==> src/rtl/fetch_stage.sv <==
// Instruction-fetch stage: PC register, IM addressing, IF/ID register and a
// one-entry buffer for redirects that arrive during a stall. Option: DELAY_SLOT_EN.
module fetch_stage #(
  parameter logic [31:0] RESET_PC = 32'h0000_3000
) (
  input  logic        clk,
  input  logic        rst,
  input  logic        stall,
  input  logic [31:0] npc,
  input  logic        boj,
  input  logic [31:0] instr_in,
  output logic [31:0] pc_out,
  output logic [31:0] ir_d,
  output logic [31:0] pc_d,
  output logic [31:0] pc4_d,
  output logic        valid_d,
  output logic        adel
);

  logic [31:0] pc_reg;
  logic        pend_v_reg;
  logic [31:0] pend_tgt_reg;
  logic [31:0] ir_d_reg;
  logic [31:0] pc_d_reg;
  logic [31:0] pc4_d_reg;
  logic        valid_d_reg;
  logic        adel_reg;

  logic        redir_v_next;
  logic [31:0] redir_tgt_next;
  logic [31:0] pc_plus4_next;

  // A live redirect always beats one buffered during an earlier stall.
  always_comb begin
    redir_v_next   = boj | pend_v_reg;
    redir_tgt_next = boj ? npc : pend_tgt_reg;
    pc_plus4_next  = pc_reg + 32'd4;
  end

  always_ff @(posedge clk) begin
    if (rst) begin
      pc_reg       <= RESET_PC;
      pend_v_reg   <= 1'b0;
      pend_tgt_reg <= 32'h0;
      ir_d_reg     <= 32'h0;
      pc_d_reg     <= RESET_PC;
      pc4_d_reg    <= RESET_PC + 32'd4;
      valid_d_reg  <= 1'b0;
      adel_reg     <= 1'b0;
    end else begin
      adel_reg <= 1'b0;
      if (stall) begin
        if (boj) begin
          pend_v_reg   <= 1'b1;
          pend_tgt_reg <= npc;
        end
      end else begin
        pend_v_reg <= 1'b0;
        if (redir_v_next) begin
          pc_reg   <= redir_tgt_next;
          adel_reg <= |redir_tgt_next[1:0];
`ifdef DELAY_SLOT_EN
          ir_d_reg    <= instr_in;
          pc_d_reg    <= pc_reg;
          pc4_d_reg   <= pc_plus4_next;
          valid_d_reg <= 1'b1;
`else
          // Squash the sequential fetch; pc_d/pc4_d keep their old values.
          ir_d_reg    <= 32'h0;
          valid_d_reg <= 1'b0;
`endif
        end else begin
          pc_reg      <= pc_plus4_next;
          ir_d_reg    <= instr_in;
          pc_d_reg    <= pc_reg;
          pc4_d_reg   <= pc_plus4_next;
          valid_d_reg <= 1'b1;
        end
      end
    end
  end

  assign pc_out  = pc_reg;
  assign ir_d    = ir_d_reg;
  assign pc_d    = pc_d_reg;
  assign pc4_d   = pc4_d_reg;
  assign valid_d = valid_d_reg;
  assign adel    = adel_reg;

endmodule

==> config.mk <==
export PLATFORM = sky130hd
export DESIGN_NAME = fetch_stage
export DESIGN_NICKNAME = d
export VERILOG_FILES = /design/src/rtl/fetch_stage.sv
export SDC_FILE = /design/constraint.sdc
export NUM_CORES = 1
export LEC_CHECK = 0
export BUFFER_PORTS_ARGS = -buffer_cell sky130_fd_sc_hd__buf_4
export CAP_MARGIN = 20
export CELL_PAD_IN_SITES_DETAIL_PLACEMENT = 2
export CELL_PAD_IN_SITES_GLOBAL_PLACEMENT = 2
export CORE_MARGIN = 5
export CORE_UTILIZATION = 32
export CTS_CLUSTER_DIAMETER = 50
export DETAILED_ROUTE_END_ITERATION = 8
export GPL_ROUTABILITY_DRIVEN = 0
export GPL_TIMING_DRIVEN = 0
export PLACE_DENSITY = 0.95
export REMOVE_ABC_BUFFERS = 1
export SLEW_MARGIN = 20
export SYNTH_ARGS = -nofsm -noshare
export SYNTH_HDL_FRONTEND = slang
export SYNTH_SLANG_ARGS = --single-unit
==> constraint.sdc <==
create_clock -name clk -period 3.3 [get_ports clk]
set_input_delay 0.66 -clock clk [delete_from_list [all_inputs] [get_ports clk]]
set_output_delay 0.66 -clock clk [all_outputs]
set_load 0.02 [all_outputs]
==> impl_metrics.json, run 1 <==
{
  "timing.final.crit_share_pct": 88.0,
  "critPathMaxStageDelay_ns": 0.66,
  "drt_initial_violations": 329,
  "syn_area_per_cell_um2": 7.96,
  "netlist_instances": 894,
  "initial_utilization_pct": 32.5,
  "drt_pass1_iterations": 4,
  "power-per-cell-area_nw_per_um2": 509,
  "row_count": 54,
  "maxSlewViolCount": 0,
  "critical-path-slowest-cell": "nor2_4",
  "worst_setup_hold_path_clk_slew_ns": 0.06,
  "timing_worst_setup_path_type": "flop to flop",
  "die_x_um": 159,
  "via_per_inst": 5.42,
  "power.internal_mw": 3.45,
  "worst_ep_required_time_ns": 3.66,
  "timing.hold.ws_ns": 0.459,
  "rr_worst_depth": 5,
  "cts_tree": "yes",
  "cts-htree-levels": 4,
  "skew_ns": 0.0134,
  "globalRouteOverflowTotal": 0,
  "cts_setup_buffers": 0,
  "maxCapViolCount": 0,
  "synth.yosys.warnings": 0,
  "netlist-cell-type-count": 55,
  "period_needed_ns": 2.90,
  "synth_sequential_area_ratio_pct": 45.3,
  "total_power_mw": 4.75,
  "report.final.setup_viol": 0,
  "critical_path.reg2reg.startpoint": "pend_v_reg",
  "clkSinkCount": 161,
  "numCtsBuffers": 17,
  "ff2ff_setup_slack_ns": 0.40,
  "p_comb_share_pct": 13.3,
  "antenna_cells": 0,
  "result_of_the_run": "completed",
  "finalSetupTns_ns": 0,
  "synth_area_leader_cell": "dfxtp_1",
  "flip_flop_and_latch_count_after_synthesis": 161,
  "min_path_cells": 2,
  "vdd_drop_max_mv": 0.365,
  "route.final.wire_length_um": 28500,
  "design.die.area_um2": 25300,
  "holdBufCountCts": 0,
  "num-nets-final": 1103,
  "cts_max_path_buffers": 2,
  "layout-drive-gt1-share_pct": 25.0,
  "ys_top_cells_by_count": "nand2_1 (172), dfxtp_1 (161), a21oi_1 (138), nor2_1 (91), clkbuf_1 (52)",
  "ant_nets": 0,
  "clock_latency_ns": 0.42,
  "clk_root_buffer_cell": "clkbuf_16",
  "synthTopCellsByArea": "dfxtp_1 (45%), a21oi_1 (9.7%), nand2_1 (9.1%), nor2_1 (4.8%), and3_1 (3.3%)",
  "total_switching_power_mw": 1.30,
  "min_to": "pc_d[17]",
  "first_global_vias": 7984,
  "via_count": 7185,
  "timing.hold.worst.start": "pc_d[17]",
  "max_freq_mhz": 344,
  "startpoint_type": "flop",
  "min_path_type": "flop to flop",
  "place_hpwl_um": 18700,
  "drc": 0,
  "place_inst": 1295,
  "port-buffer-count": 197,
  "timing.slew.headroom_pct": 30.3,
  "path_cells": "or2_1, nor2_4, nand2_1, nor4_1, a311o_1",
  "regToRegEndpoint": "pc_out[31]",
  "power.share.sequential_pct": 44.8,
  "pin_count_of_the_biggest_net_entering_global_routing": 90,
  "grt_setup_unrepaired": "false",
  "timing.critical_path.to_type": "flop",
  "finalHoldViolCount": 0,
  "cp_data_arrival_time_ns": 3.27,
  "summed_instance_area_of_the_synthesized_netlist_um2": 7120,
  "synthDominantCellAreaShare_pct": 45.3,
  "ys_dominant_reg_cell": "dfxtp_1",
  "crit_fanout": 23,
  "total_leakage_power_nw": 3.79,
  "grt_first_pass_wirelength_um": 45300,
  "groute.usage.overall_pct": 21.9,
  "synth_edf_count": 0,
  "power.clock.fraction_pct": 41.9,
  "grt_antenna_before_repair": 0,
  "switching_share_pct": 27.3,
  "detail_route.wl_per_cell_um": 21.5,
  "die_y_um": 159,
  "synth_most_common_cell": "nand2_1",
  "core-area_um2": 21900,
  "tightestPinTransition_ns": 1.05,
  "cts.repair.resized": 0,
  "pin_count": 198,
  "synthArstFlopShare_pct": 0,
  "flow.area_growth_from_synthesis_pct": 31.2,
  "layout.cells.non_filler": 1325
}
==> worst max-delay path: cells and delay by family, from the launching register on <==
| kind | cells | cell delay [ns] |
|---|---|---|
| compound gates | 1 | 0.16 |
| flops | 1 | 0.59 |
| simple gates | 4 | 2.09 |
==> through the flow <==
| stage | setup slack [ns] | area [µm²] | util (%) |
|---|---|---|---|
| 2_1_floorplan | -1.49 | 6770 | - |
| 3_3_place_gp | -4.93 | 8600 | 39.3 |
| 3_5_place_dp | 0.0490 | 8760 | 40.0 |
| 4_1_cts | 0.332 | 9330 | 42.6 |
| 5_1_grt | 0.135 | 9330 | 42.6 |
| 6_report | 0.395 | 9330 | 42.6 |
==> layout by cell type, fill, tap and decap left out, types with 8 or more instances in the layout <==
master     Yosys  layout
clkbuf_16      0      17
nor2_1        91      89
nand4_1        8       8
xor2_1         9       9
a22oi_1       11      11
a21oi_1      138     138
nand2_1      172     171
buf_4          5     196
nand3_1       12      12
a211oi_1      20      20
o21ai_0       34      34
dfxtp_1      161     161
xnor2_1       13      13
and3_1        37      37
nor3_1         9       9
==> worst max path at each step <==
stage	start	endpoint	depth (start not counted)
after detailed placement	boj	pc_out[31]	6
final	pend_v_reg	pc_out[31]	5
after floorplan	boj	pc_out[31]	5
after global placement	boj	pc_out[31]	6
after CTS	pend_v_reg	pc_out[31]	5
after global routing	pend_v_reg	pc_out[31]	5
==> area by class of cell <==
type	count	area, µm²
timing repair buffer	203	1610
clock buffer	21	470
sequential	161	3220
inverter	5	18.8
clock inverter	9	106
tap	280	350
multi-input combinational	646	3550
fill	2488	12600
==> power by group through the flow <==
stage	clock network (mW)	logic [mW]	registers (mW)
after floorplan	0	0.208	2.22
after detailed placement	0	0.633	2.17
final	1.99	0.633	2.13
after global routing	2.12	0.687	2.14
after CTS	2.03	0.642	2.13
after global placement	0	0.594	2.16
==> routing by layer <==
metal	up-vias	wire length (µm)	track usage (%)
met3	43	1290	4.61
met1	3596	11700	25.8
met4	0	814	8.45
met5	-	0	0
met2	155	14700	38.8
li1	3391	-	-
==> logic make-up after synthesis <==
| logic type | after synthesis | share of synthesized area (%) |
|---|---|---|
| DFF | 161 | 45.3 |
| muxes | 3 | 0.422 |
| AOI/OAI and AO/OA | 246 | 20.6 |
| and+or+nand+nor | 374 | 25.7 |
| buffers and inverters | 87 | 5.17 |
| xor gates and xnor gates | 22 | 2.71 |
| adders and majority gates | 1 | 0.176 |
Note: power is estimated with default switching activity, not from simulation.
==> run 2: changes to the inputs <==
- CELL_PAD_IN_SITES_DETAIL_PLACEMENT: 2 -> 1
- CELL_PAD_IN_SITES_GLOBAL_PLACEMENT: 2 -> 1
- CORE_UTILIZATION: 32 -> 41
==> impl_metrics.json, run 2 (synthesis results as in run 1) <==
{
  "result_of_the_run": "completed",
  "tightestPinTransition_ns": 1.00,
  "antenna_cells": 0,
  "crit_fanout": 30,
  "globalRouteOverflowTotal": 0,
  "startpoint_type": "flop",
  "timing.critical_path.to_type": "flop",
  "drt_initial_violations": 487,
  "flow.area_growth_from_synthesis_pct": 30.1,
  "maxCapViolCount": 0,
  "preCtsSetupSlack_ns": 0.0398,
  "cts_max_path_buffers": 2,
  "clk_root_buffer_cell": "clkbuf_16",
  "place_hpwl_um": 16500,
  "most-common-layout-cells": "buf_4 (196), nand2_1 (171), dfxtp_1 (161)",
  "route.final.wire_length_um": 25700,
  "design.die.area_um2": 20100,
  "period_needed_ns": 3.02,
  "maxSlewViolCount": 0,
  "worst_setup_hold_path_clk_slew_ns": 0.07,
  "detailed_place.area_um2": 8640,
  "clkSinkCount": 161,
  "clock_latency_ns": 0.43,
  "groute.usage.overall_pct": 24.9,
  "drc": 0,
  "skew_ns": 0.00671,
  "cp_data_arrival_time_ns": 3.34,
  "layout-drive-gt1-share_pct": 24.9,
  "vdd_drop_max_mv": 0.390,
  "stdcell_area_um2": 9260,
  "timing.final.crit_share_pct": 91.6,
  "core-area_um2": 17200,
  "finalSetupTns_ns": 0,
  "grt_setup_unrepaired": "false",
  "report.final.setup_viol": 0,
  "port-buffer-count": 197,
  "numCtsBuffers": 17,
  "ant_nets": 0,
  "timing_worst_setup_path_type": "flop to flop",
  "die_y_um": 142,
  "max_freq_mhz": 331,
  "critical_path.startpoint": "pend_v_reg",
  "cts_setup_buffers": 0,
  "cts_tree": "yes",
  "grt_first_pass_wirelength_um": 40200,
  "die_x_um": 142,
  "cts.repair.resized": 0,
  "total_leakage_power_nw": 3.77,
  "grt_antenna_before_repair": 0,
  "detail_route.wl_per_cell_um": 20.2,
  "num-nets-final": 1101,
  "timing.slew.headroom_pct": 33.1,
  "min_path_type": "flop to flop",
  "via_count": 7253,
  "worst_ep_required_time_ns": 3.61,
  "cts-htree-levels": 4,
  "first_global_vias": 7509,
  "layout_setup_ws_ns": 0.278,
  "timing.hold.worst.start": "pend_tgt_reg[6]",
  "initial_utilization_pct": 41.4,
  "pin_count_of_the_biggest_net_entering_global_routing": 103,
  "mostFrequentLayoutCell": "buf_4",
  "critical_path.reg2reg.startpoint": "pend_v_reg",
  "drt_pass1_iterations": 5,
  "holdBufCountCts": 0,
  "pin_count": 198,
  "via_per_inst": 5.72,
  "finalHoldViolCount": 0,
  "power-per-cell-area_nw_per_um2": 523,
  "row_count": 48
}
==> run 2: changes by cell type in the layout (fill, tap and decap cells not counted), sizes merged <==
cell	delta
buf	-2
bufinv	+2
inv	-2
clkinv	-1
clkbuf	-2
clkinvlp	+3
==> run 2: final cells by class <==
class	instances	area (µm²)
clock buffers	19	453
clock inverters	11	163
multi-input cells	646	3550
inverters	5	18.8
repair buffers	201	1570
flip-flops and latches	161	3220
fillers	2118	7920
well taps	225	282
==> run 2: worst max-delay path, stage by stage (launching register included) <==
cell and delay [ns]:
dfxtp_1 0.95, or2_1 0.68, nor2_4 0.29, buf_12 0.27
nand2_1 0.30, nor4_1 0.09, a311o_1 0.32
==> run 2: path summary, 6_finish.rpt <==
| check | endpoint | slack (ns) | cells after the start |
|---|---|---|---|
| max | pc_out[31] | 0.28 | 6 |
| min | pend_tgt_reg[6] | 0.45 | 2 |
| max reg2reg | pc_out[31] | 0.28 | 6 |
| min reg2reg | pend_tgt_reg[6] | 0.45 | 2 |
==> run 2: per-layer routing <==
layer | vias to the layer above | track usage, % | share of wire, %
met4 | 0 | 9.44 | 2.9
met2 | 213 | 44.2 | 52
li1 | 3390 | - | -
met3 | 53 | 5.22 | 4.6
met1 | 3597 | 29.4 | 41
met5 | - | 0 | 0
==> run 2: power by group <==
group	internal, mW	switching [mW]	total [mW]
Combinational	0.246	0.370	0.616
Sequential	2.03	0.0940	2.12
Clock	1.29	0.810	2.10
==> run 2: through the flow <==
stage          cells  util [%]  power (mW)  hold slack, ns
6_report        1268      53.9        4.84           0.455
5_1_grt         1268      53.9        5.01           0.480
4_1_cts         1268      53.9        4.88           0.455
3_5_place_dp    1238      50.3        2.77           0.447
3_3_place_gp    1234      49.7        2.74           0.441
2_1_floorplan    812         -        2.43           0.430
